### config.mk
export PLATFORM = sky130hd
export DESIGN_NAME = keyboard_decoder
export DESIGN_NICKNAME = d
export VERILOG_FILES = /design/src/rtl/keyboard_pkg.sv /design/src/rtl/scancode_parser.sv /design/src/rtl/keyboard_decoder.sv
export SDC_FILE = /design/constraint.sdc
export NUM_CORES = 1
export LEC_CHECK = 0
export CORE_MARGIN = 1
export CORE_UTILIZATION = 45
export DETAILED_ROUTE_END_ITERATION = 16
export PLACE_DENSITY = 0.78
export RECOVER_POWER = 25
export SLEW_MARGIN = 40
export SYNTH_ARGS = -nofsm -noshare
export SYNTH_HDL_FRONTEND = slang
export SYNTH_SLANG_ARGS = --single-unit
### constraint.sdc
create_clock -name clk -period 1.7 [get_ports clk]
set_input_delay 0.255 -clock clk [delete_from_list [all_inputs] [get_ports clk]]
set_output_delay 0.255 -clock clk [all_outputs]
set_load 0.01 [all_outputs]
### src/rtl/keyboard_pkg.sv
// Shared definitions for the PS/2 keyboard decoder: parser states, scan-code
// constants and the bytes dropped outside of a prefix sequence.
package keyboard_pkg;

  typedef enum logic [1:0] {
    ST_IDLE    = 2'd0,
    ST_EXT     = 2'd1,
    ST_BRK     = 2'd2,
    ST_EXT_BRK = 2'd3
  } parse_state_t;

  localparam logic [7:0] PREFIX_EXT = 8'hE0;
  localparam logic [7:0] PREFIX_BRK = 8'hF0;
  localparam logic [7:0] CODE_RIGHT = 8'h74;
  localparam logic [7:0] CODE_LEFT  = 8'h6B;
  localparam logic [7:0] CODE_SPACE = 8'h29;

  localparam int N_DISCARD = 5;
  localparam logic [7:0] DISCARD_BYTES [N_DISCARD] = '{8'hAA, 8'hFA, 8'hFE, 8'hEE, 8'h00};

  function automatic logic is_discard(input logic [7:0] b);
    logic hit;
    hit = 1'b0;
    for (int i = 0; i < N_DISCARD; i++) begin
      if (b == DISCARD_BYTES[i]) hit = 1'b1;
    end
    return hit;
  endfunction

endpackage

### src/rtl/scancode_parser.sv
// Folds E0/F0 prefix bytes into completed {extended, byte} codes with a
// make/break flag; abandons a pending prefix after a stall of TIMEOUT_CYCLES.
//
// state      | meaning
// ST_IDLE    | no prefix pending
// ST_EXT     | E0 seen
// ST_BRK     | F0 seen
// ST_EXT_BRK | E0 then F0 seen
module scancode_parser
  import keyboard_pkg::*;
#(
  parameter int TIMEOUT_CYCLES = 1_000_000
) (
  input  logic       clk,
  input  logic       reset,
  input  logic [7:0] din,
  input  logic       dinValid,
  output logic [8:0] code,
  output logic       brk,
  output logic       valid
);

  localparam int CW = (TIMEOUT_CYCLES > 2) ? $clog2(TIMEOUT_CYCLES) : 1;
  localparam logic [CW-1:0] TMO_LOAD = CW'(TIMEOUT_CYCLES - 1);

  parse_state_t state, state_nxt;
  logic [CW-1:0] tmo_cnt, tmo_cnt_nxt;

  always_ff @(posedge clk) begin
    if (reset) begin
      state   <= ST_IDLE;
      tmo_cnt <= '0;
    end else begin
      state   <= state_nxt;
      tmo_cnt <= tmo_cnt_nxt;
    end
  end

  // A consumed byte always wins over an expiring timer on the same cycle.
  always_comb begin
    state_nxt   = state;
    tmo_cnt_nxt = tmo_cnt;
    code        = {1'b0, din};
    brk         = 1'b0;
    valid       = 1'b0;
    if (dinValid) begin
      tmo_cnt_nxt = TMO_LOAD;
      case (state)
        ST_IDLE: begin
          if (din == PREFIX_EXT)      state_nxt = ST_EXT;
          else if (din == PREFIX_BRK) state_nxt = ST_BRK;
          else if (!is_discard(din))  valid = 1'b1;
        end
        ST_EXT: begin
          if (din == PREFIX_BRK)      state_nxt = ST_EXT_BRK;
          else if (din != PREFIX_EXT) begin
            code      = {1'b1, din};
            valid     = 1'b1;
            state_nxt = ST_IDLE;
          end
        end
        ST_BRK: begin
          brk       = 1'b1;
          valid     = 1'b1;
          state_nxt = ST_IDLE;
        end
        default: begin
          code      = {1'b1, din};
          brk       = 1'b1;
          valid     = 1'b1;
          state_nxt = ST_IDLE;
        end
      endcase
    end else if (state != ST_IDLE) begin
      if (tmo_cnt == '0) state_nxt = ST_IDLE;
      else               tmo_cnt_nxt = tmo_cnt - 1'b1;
    end
  end

endmodule

### src/rtl/keyboard_decoder.sv
// Tracks held keys from parsed scan codes: last-pressed-wins arrow direction,
// one-shot space press, and a strobe for every completed make/break.
module keyboard_decoder
  import keyboard_pkg::*;
#(
  parameter int TIMEOUT_CYCLES = 1_000_000
) (
  input  logic       clk,
  input  logic       reset,
  input  logic [7:0] din,
  input  logic       dinValid,
  output logic       rightArrow,
  output logic       leftArrow,
  output logic       spaceBar,
  output logic [8:0] keyCode,
  output logic       keyPulse,
  output logic       keyBreak
);

  logic [8:0] ev_code;
  logic       ev_brk, ev_valid;

  scancode_parser #(.TIMEOUT_CYCLES(TIMEOUT_CYCLES)) u_parser (
    .clk      (clk),
    .reset    (reset),
    .din      (din),
    .dinValid (dinValid),
    .code     (ev_code),
    .brk      (ev_brk),
    .valid    (ev_valid)
  );

  logic right_held, left_held, space_held;
  logic right_held_nxt, left_held_nxt, space_held_nxt;
  logic right_nxt, left_nxt, space_nxt, pulse_nxt, break_nxt;
  logic [8:0] code_nxt;
  logic is_right, is_left, is_space;

  assign is_right = (ev_code == {1'b1, CODE_RIGHT});
  assign is_left  = (ev_code == {1'b1, CODE_LEFT});
  assign is_space = (ev_code == {1'b0, CODE_SPACE});

  always_comb begin
    right_held_nxt = right_held;
    left_held_nxt  = left_held;
    space_held_nxt = space_held;
    right_nxt      = rightArrow;
    left_nxt       = leftArrow;
    code_nxt       = keyCode;
    break_nxt      = keyBreak;
    space_nxt      = 1'b0;
    pulse_nxt      = 1'b0;
    if (ev_valid) begin
      code_nxt  = ev_code;
      break_nxt = ev_brk;
      pulse_nxt = 1'b1;
      if (is_right) begin
        right_held_nxt = !ev_brk;
        if (!ev_brk) begin
          right_nxt = 1'b1;
          left_nxt  = 1'b0;
        end else if (rightArrow) begin
          right_nxt = 1'b0;
          left_nxt  = left_held;
        end
      end
      if (is_left) begin
        left_held_nxt = !ev_brk;
        if (!ev_brk) begin
          left_nxt  = 1'b1;
          right_nxt = 1'b0;
        end else if (leftArrow) begin
          left_nxt  = 1'b0;
          right_nxt = right_held;
        end
      end
      // Typematic repeats arrive as further makes while already held.
      if (is_space) begin
        space_held_nxt = !ev_brk;
        space_nxt      = !ev_brk && !space_held;
      end
    end
  end

  always_ff @(posedge clk) begin
    if (reset) begin
      right_held <= 1'b0;
      left_held  <= 1'b0;
      space_held <= 1'b0;
      rightArrow <= 1'b0;
      leftArrow  <= 1'b0;
      spaceBar   <= 1'b0;
      keyCode    <= 9'h000;
      keyPulse   <= 1'b0;
      keyBreak   <= 1'b0;
    end else begin
      right_held <= right_held_nxt;
      left_held  <= left_held_nxt;
      space_held <= space_held_nxt;
      rightArrow <= right_nxt;
      leftArrow  <= left_nxt;
      spaceBar   <= space_nxt;
      keyCode    <= code_nxt;
      keyPulse   <= pulse_nxt;
      keyBreak   <= break_nxt;
    end
  end

endmodule
======== After elaboration in Yosys (flattened, before gate mapping) ========
Cells that the tools add are included.
operators by class
  $add $sub $neg .......................... 1
  equal/unequal tests ..................... 15
  muxes and demuxes ....................... 45
  bitwise logic cells ..................... 3
  reduce and logical (&&, ||, !) cells .... 19
operator list
  operator                                                                 number
  20-bit 2-to-1 mux                                                        3
  8-bit equality test, second input constant                               6
  1-bit 2-to-1 mux                                                         29
  9-bit 2-to-1 mux                                                         3
  20-bit logical NOT                                                       1
  20-bit by 1-bit subtractor with 20-bit output, second input constant     1
  9-bit equality test, second input constant                               2
  9-bit one-hot mux with 2 select lines                                    1
  2-bit 2-to-1 mux                                                         7
  2-bit AND reduction                                                      5
  9-bit by 6-bit equality test with 1-bit output, second input constant    1
  8-bit logical NOT                                                        1
  4-bit by 2-bit inequality test with 1-bit output, second input constant  2
  8-bit inequality test, second input constant                             1
  2-bit nonzero test                                                       3
  2-bit OR reduction                                                       3
  2-bit one-hot mux with 2 select lines                                    1
  4-bit AND reduction                                                      1
  1-bit inverter                                                           3
  3-bit OR reduction                                                       1
  2-bit by 1-bit equality test with 1-bit output, second input constant    1
  2-bit equality test, second input constant                               1
  1-bit logical NOT                                                        2
  2-bit logical NOT                                                        1
  3 further kinds                                                          3
word-level totals
  bits in registers ....................... 39
  output and inout bits ................... 14
  logic and storage cells ................. 95

======== Depth between registers and ports, before layout ========
Gate-level depths: netlist of the first run.
  word-level depth ........................ 17
  mapped depth ............................ 8
  gate-level depth less buffers ........... 7

======== Hierarchy ========
Synthesis of the first run repeated with hierarchy kept, for this count alone.
second synthesis, totals
  cells, all modules ...................... 221
  area total of the unflattened synthesis .. 2,004.4 sq um
by module, submodules not included
  module            times used  cells each  area each (sq um)  sequential area each (sq um)
  scancode_parser   1           144         1,241.2            440.4
  keyboard_decoder  1           77          763.2              340.3

======== Worst setup path before layout of the first run ========
Ideal clock, no wire load.
  path type ............................... register to register
  from .................................... reg u_parser.tmo_cnt[0]
  to ...................................... reg u_parser.tmo_cnt[3]
  arrival ................................. 1.697 ns
  data required time ...................... 1.568 ns
  setup slack ............................. -0.129 ns
  stages on the path, launching flop included .. 9
  path buffers ............................ 1
  period minus slack after synthesis ...... 1.829 ns
  cells stage by stage .................... dfxtp_1 > inv_1 > ha_1 > nor4b_2 > nand4_1 > buf_2 > o211ai_1 > xor2_1 > a21oi_1
on the way
  longest elaborated chain between the ends .. 4
RTL lines
  element                                        line                   text
  start: declaration                             scancode_parser.sv:27  logic [CW-1:0] tmo_cnt, tmo_cnt_nxt;
  start signal: assignment                       scancode_parser.sv:35  tmo_cnt <= tmo_cnt_nxt;
  20-bit by 1-bit subtractor with 20-bit output  scancode_parser.sv:76  else tmo_cnt_nxt = tmo_cnt - 1'b1;
  20-bit 2-to-1 mux                              scancode_parser.sv:75  if (tmo_cnt == '0) state_nxt = ST_IDLE;
  20-bit 2-to-1 mux                              scancode_parser.sv:74  end else if (state != ST_IDLE) begin
  20-bit 2-to-1 mux                              scancode_parser.sv:46  if (dinValid) begin
Parallel ways exist; a longest one is shown, timed or not. The select of a mux whose other input is x is not followed.
A chain may end at the register's enable or synchronous reset.

======== Worst setup path in the final report of the first run ========
  from .................................... reg u_parser.tmo_cnt[8]
  to ...................................... reg u_parser.tmo_cnt[19]
Same word-level chain as after synthesis.

==> results.cfg, run 1 <==
[status]
status = complete, but fails checks
violations = setup timing

[floorplan]
io_pins = 25
die_area_mm2 = 0.00468
fp-row-count = 23
die_h_um = 68.4
initial_utilization = 0.482
die_width_um = 68.4
core_region_area_mm2 = 0.00412

[global_route]
antenna_found_initial = 0
grt_pass1_wl_um = 8700
overflow = 0
grt_start_max_net_pins = 21
grt_pass1_vias = 1927
grt.total_usage = 0.253

[synthesis]
ys_seq_area_frac = 0.393
synth_top_area_frac = 0.393
syn_area_mm2 = 0.00198
ys.flop_type = dfxtp_1
synth_common_cells = dfxtp_1, nand2_1, nor2_1, xor2_1, a21oi_1
yosysTopAreaCell = dfxtp_1
ys_ff_latch = 39
synth_area_per_cell_um2 = 8.67
synth_cell_types = 54
synth_cells = 229
yosysMostFrequentCell = dfxtp_1
yosys_warnings = 0
ys_async_sr_fraction = 0
netlist_top_cells_area = dfxtp_1, xor2_1, nand2_1, mux2i_1, nor2_1
synth_edf_count = 0
syn-num-nets = 241

[timing]
finalSetupViolations = 16
worst_pin_slew_ns = 0.417
fmax_ghz = 0.553
fin_crit_sh = 1.06
timing.final.crit_period_ns = 1.81
max_slew_margin = 0.719
worst_hold_slack_ns = 0.437
worst_slack_ns = -0.107
hold_viol = 0
drv_slew = 0
fin_skew_ns = 0.00392
rsz0062_at_grt = true

[layout]
diodes = 0
regMostFlops = u_parser.tmo_cnt
final_cell_area_mm2 = 0.00289
fill_cells = 302
nNetsFinal = 311
top_regs = u_parser.tmo_cnt: 20 flops, keyCode: 9 flops, u_parser.state: 2 flops
final_layout_size_suffix_gt1_frac = 0.318
largest_register_ffs = 20
area_growth_pct = 45.7

[worst_setup_path]
r2r_slack_ns = -0.11
crit_cells = 7
critical_path_buf_inv_count = 2
cp-start-kind = flop
worstSetupPathType = flop to flop
required_ns = 1.93
r2r_cells = 7
cp_cell_sequence = or4_4, buf_6, nor4_4, buf_4, nand4b_1, xor2_1, a21oi_1
cp.arrival_ns = 2.04
rr_startpoint = u_parser.tmo_cnt[8]$_SDFFE_PP0P_
worstPathMaxFanout = 6
max_stage_delay_ns = 0.54
r2r-end = u_parser.tmo_cnt[19]$_SDFFE_PP0P_
critical-path-top-delay-family = simple AND/OR/NAND/NOR gates
worst_path_max_delay_cell = or4_4
end_kind = flop

[clock_network]
htreeDepth = 2
cts_tree = built
cts_max_path_buffers = 2
holdBufCountCts = 0
path_clk_slew_ns = 0.07
numClockSinks = 39
cts_buffers = 5
root_buffer = clkbuf_8
insertion_delay_ns = 0.29

[job]
max-cap-violations = 0

[placed_design]
globalplace.congestion = 0.809
dp_hpwl_um = 3520
port_buffers = 24
place_area_mm2 = 0.00261

[drt]
vias = 1934
wirelength_um = 5220
wl_per_cell_um = 15.0
drc_errors = 0
vias_per_cell = 5.54
drtIter0Drc = 111
postRouteAntennaNets = 0
drtPass1Iterations = 4

[worst_hold_path]
worstHoldPathType = flop to flop
hold_end = spaceBar$_SDFF_PP0_
hold_start = space_held$_SDFFE_PP0P_
min_path_cells = 1

[power_and_ir_drop]
peakVddDrop_v = 0.000434
leakage_uw = 0.00117
p_per_area_mw_per_mm2 = 674
[routing by layer]
metal / vias up / share of wire / GRT usage
met2: 37 / 0.50 / 0.431
met3: 8 / 0.033 / 0.0617
met4: 0 / 0.015 / 0.0885
met5: - / 0 / 0
met1: 929 / 0.45 / 0.305
li1: 960 / - / -
[area by class of cell]
cell class,instances,area (um^2),area share
multi-input cells,173,1270,0.441
flip-flops and latches,39,786,0.272
repair buffers,74,659,0.228
clock buffers,6,82.6,0.0286
well taps,50,62.6,0.0216
inverters,6,22.5,0.00779
clock inverters,1,5.00,0.00173
[worst reg2reg max path, stage by stage, from the launching register on]
cell and delay (ns):
dfxtp_2 0.32, or4_4 0.54, buf_6 0.15, nor4_4 0.12
buf_4 0.19, nand4b_1 0.13, xor2_1 0.17, a21oi_1 0.13
[power breakdown]
part           internal (uW)  total (uW)  switching, uW  leakage [uW]
Clock                    318         626            308     0.0000470
Sequential               948         973           24.6      0.000321
Combinational            183         351            167      0.000798
Total                   1450        1950            500       0.00117
[repair_timing]
action / CTS / global route
setup buffers: 3 / 2
pin swaps: 32 / 18
hold endpoints to repair: 0 / 0
resized for setup: 38 / 7
gates cloned: 1 / 0
setup endpoints to repair: 35 / 29
[per-stage QoR]
| step | TNS [ns] | cells | setup WS (ns) | utilization | total power (uW) |
|---|---|---|---|---|---|
| finish | -0.896 | 349 | -0.107 | 0.703 | 1950 |
| global route | -2.94 | 349 | -0.215 | 0.703 | 2030 |
| CTS | -0.818 | 349 | -0.0896 | 0.696 | 1950 |
| detailed placement | -7.98 | 338 | -0.524 | 0.633 | 1300 |
| global placement | -6.98 | 338 | -0.460 | 0.633 | 1290 |
| floorplan | -0.725 | 229 | -0.0873 | - | 1140 |
[worst max path at each step]
stage | startpoint | end | slack, ns
final | u_parser.tmo_cnt[8]$_SDFFE_PP0P_ | u_parser.tmo_cnt[19]$_SDFFE_PP0P_ | -0.11
after floorplan | u_parser.tmo_cnt[8]$_SDFFE_PP0P_ | u_parser.tmo_cnt[8]$_SDFFE_PP0P_ | -0.09
after detailed placement | din[0] | leftArrow$_SDFFE_PP0P_ | -0.52
after global routing | u_parser.tmo_cnt[1]$_SDFFE_PP0P_ | u_parser.tmo_cnt[16]$_SDFFE_PP0P_ | -0.22
after CTS | u_parser.tmo_cnt[6]$_SDFFE_PP0P_ | u_parser.tmo_cnt[16]$_SDFFE_PP0P_ | -0.09
after global placement | din[0] | leftArrow$_SDFFE_PP0P_ | -0.46
[cell families after synthesis]
kind of cell             count (synthesis)  synth area share
flip-flops                              39             0.393
AO/OA/AOI/OAI                           44             0.161
XOR/XNOR                                17            0.0750
multiplexers                             9            0.0454
AND/OR/NAND/NOR                        102             0.280
adder cells (fa/ha/maj)                  1           0.00630
buffers and inverters                   17            0.0391
[layout by cell type (no fill, tap or decap), types with 3 or more instances in the layout]
cell	netlist	final
a21oi_1	13	12
a31oi_1	3	3
and3_1	4	4
buf_4	1	44
buf_6	1	4
clkbuf_8	0	6
clkdlybuf4s50_1	0	9
dfxtp_1	39	35
dfxtp_2	0	4
dlygate4sd2_1	0	7
dlygate4sd3_1	0	7
inv_1	6	4
mux2i_1	9	9
nand2_1	30	29
nand3_1	11	9
nand4_1	3	3
nor2_1	22	21
nor3_1	5	4
nor4_1	4	3
o21a_1	3	3
o21ai_1	2	3
xor2_1	15	15
No activity file was read; power rests on OpenSTA's default activity.
==> run 2: changes to the inputs <==
Settings changed: ABC_AREA from default to 1, PLACE_DENSITY 0.78 to 0.77, RECOVER_POWER 25 to default.
==> run 2 against run 1 <==
Against the previous run:
- combinational power increased by 9.4%
- design area increased by 5.6%
- sequential share of layout area fell by 1.6 points
- the flow now finishes without violations
- register-to-register slack better by 0.16 ns
- total power increased by 1.7%
- non-clock buffer count is 4 lower
- clock power down 1%
- largest power group unchanged
==> results.cfg, run 2 <==
[layout]
final_cell_mix = nand2_1, nor2_1, buf_4, inv_1, dfxtp_1
largest_register_ffs = 20
final_util = 0.638
seq_area_um2 = 782
final_layout_size_suffix_gt1_frac = 0.206
regMostFlops = u_parser.tmo_cnt
final_cell_area_mm2 = 0.00305
instances_no_fill = 489
multi_input_area_mm2 = 0.00133
fill_cells = 438
top_regs = u_parser.tmo_cnt: 20 flops, keyCode: 9 flops, u_parser.state: 2 flops
layout_commonest_cell = nand2_1
area_growth_pct = 34.1
diodes = 0
nNetsFinal = 433

[placed_design]
port_buffers = 24
globalplace.congestion = 0.839
dp_hpwl_um = 4250
placedCellCount = 477
dpl_worst_slack_ns = -0.232
place_area_mm2 = 0.00288

[synthesis]
syn_area_mm2 = 0.00228
ys_async_sr_fraction = 0
synth_top_area_frac = 0.343
synth_common_cells = nor2_1, nand2_1, inv_1, dfxtp_1, nand3_1
netlist_top_cells_area = dfxtp_1, nor2_1, nand2_1, inv_1, nand3_1
synth_cells = 352
synth_area_per_cell_um2 = 6.47
ys_ff_latch = 39
synth_cell_types = 31
ys.flop_type = dfxtp_1
ys_seq_area_frac = 0.343
yosys_warnings = 0
synth_edf_count = 0
yosysMostFrequentCell = nor2_1
syn-num-nets = 364
yosysTopAreaCell = dfxtp_1

[timing]
fin_crit_sh = 0.967
max_slew_margin = 0.660
timing.final.crit_period_ns = 1.64
fin_skew_ns = 0.00576
fmax_ghz = 0.608
drv_slew = 0
finalSetupViolations = 0
worst_slack_ns = 0.0560
hold_viol = 0
worst_hold_slack_ns = 0.365
worst_pin_slew_ns = 0.510

[drt]
wl_per_cell_um = 11.9
vias_per_cell = 5.10
drtIter0Drc = 176
postRouteAntennaNets = 0
wirelength_um = 5830
drtPass1Iterations = 5
drc_errors = 0
vias = 2496

[power_and_ir_drop]
leakage_uw = 0.00136
p_sw_frac = 0.285
peakVddDrop_v = 0.000563
intPower_uw = 1420
p_per_area_mw_per_mm2 = 649
clkPwrFrac = 0.312
combPwrFrac = 0.194
seqPwrFrac = 0.495
p_sw_uw = 564

[floorplan]
die_width_um = 73.1
io_pins = 25
die_area_mm2 = 0.00535
fp-row-count = 25
initial_utilization = 0.476
die_h_um = 73.1
core_region_area_mm2 = 0.00479

[clock_network]
cts_tree = built
path_clk_slew_ns = 0.08
cts_buffers = 5
root_buffer = clkbuf_8
numClockSinks = 39
htreeDepth = 2
holdBufCountCts = 0
insertion_delay_ns = 0.29
cts_max_path_buffers = 2

[global_route]
grt_pass1_vias = 2210
grt.total_usage = 0.220
grt_start_max_net_pins = 16
antenna_found_initial = 0
grt_pass1_wl_um = 9250
overflow = 0

[worst_setup_path]
end_kind = flop
r2r_slack_ns = 0.06
cp_cell_sequence = inv_1, ha_4, nand2_2, nor2_4, nand3b_4, nand2_4, clkinvlp_4, buf_4, o21ai_0, a21oi_1
max_stage_delay_ns = 0.33
required_ns = 1.88
cp-start-kind = flop
critical-path-top-delay-family = simple AND/OR/NAND/NOR gates
worstPathMaxFanout = 5
worst_path_max_delay_cell = dfxtp_1
critical_path_buf_inv_count = 3
worstSetupPathType = flop to flop
cp.arrival_ns = 1.83

[job]
max-cap-violations = 0

[status]
status = finished, final reports clean

[worst_hold_path]
worstHoldPathType = input port to flop
==> run 2: changes by cell type in the layout (fill, tap and decap cells not counted), moves of 9 or more <==
cell and delta:
nor2_2 +9, nand2_1 +33, inv_1 +39, clkdlybuf4s50_1 +13, nand4_1 +12, o21ai_0 +11, nand3_1 +18, mux2i_1 -9
a21oi_1 +9, xor2_1 -11, nor2_1 +37
==> run 2: path summary, 6_finish.rpt <==
check	start	end	cells after the start
setup / recovery	u_parser.tmo_cnt[1]$_SDFFE_PP0P_	u_parser.tmo_cnt[7]$_SDFFE_PP0P_	10
hold / removal	din[5]	keyCode[5]$_SDFFE_PP0P_	3
hold reg to reg	right_held$_SDFFE_PP0P_	right_held$_SDFFE_PP0P_	2
setup reg to reg	u_parser.tmo_cnt[1]$_SDFFE_PP0P_	u_parser.tmo_cnt[7]$_SDFFE_PP0P_	10
==> run 2: metrics by stage <==
step	total power [uW]	setup TNS [ns]
floorplan	1190	0
global placement	1350	-2.23
detailed placement	1360	-2.95
CTS	1970	0
global route	2070	-0.125
finish	1980	0
==> run 2: kinds of logic (layout without fill, tap and decap cells) <==
family,after synthesis,count (layout),synth area share
compound gates,53,53,0.130
xor+xnor,4,4,0.0154
fa+ha+maj,1,1,0.00550
buf+inv,54,124,0.0973
flops,39,39,0.343
simple gates,201,201,0.409
==> run 2: area by class of cell <==
| type | count | area share |
|---|---|---|
| Clock inverter | 1 | 0.00164 |
| Timing Repair Buffer | 70 | 0.198 |
| Tap cell | 67 | 0.0275 |
| Sequential cell | 39 | 0.256 |
| Multi-Input combinational cell | 259 | 0.434 |
| Clock buffer | 7 | 0.0250 |
| Inverter | 46 | 0.0578 |
==> run 2: metal layers <==
layer / up-vias / global-route usage / share of wire
li1: 1279 / - / -
met4: 0 / 0.0806 / 0.018
met1: 1129 / 0.296 / 0.48
met2: 76 / 0.353 / 0.46
met3: 12 / 0.0373 / 0.045
met5: - / 0 / 0
==> run 2: power by group through the flow <==
stage                     logic [uW]  clock network, uW  registers (uW)
final                            384                618             981
after global routing             425                656             985
after CTS                        365                626             978
after detailed placement         361                  0             998
after global placement           355                  0             997
after floorplan                  193                  0            1000
==> run 2: repair_timing <==
action	CTS	global route
setup endpoints to repair	0	23
gates resized for setup	0	19
setup buffers	0	4
==> run 2: worst min-delay path, stage by stage <==
cell,delay (ns)
dlymetal6s2s_1,0.19
o21ai_1,0.10
nor2_1,0.07
==> run 3: changes to the inputs <==
Settings changed: SLEW_MARGIN 40 to default.
==> results of run 3 <==
Same layout as run 2: the final DEF is identical, and so are final timing and power.
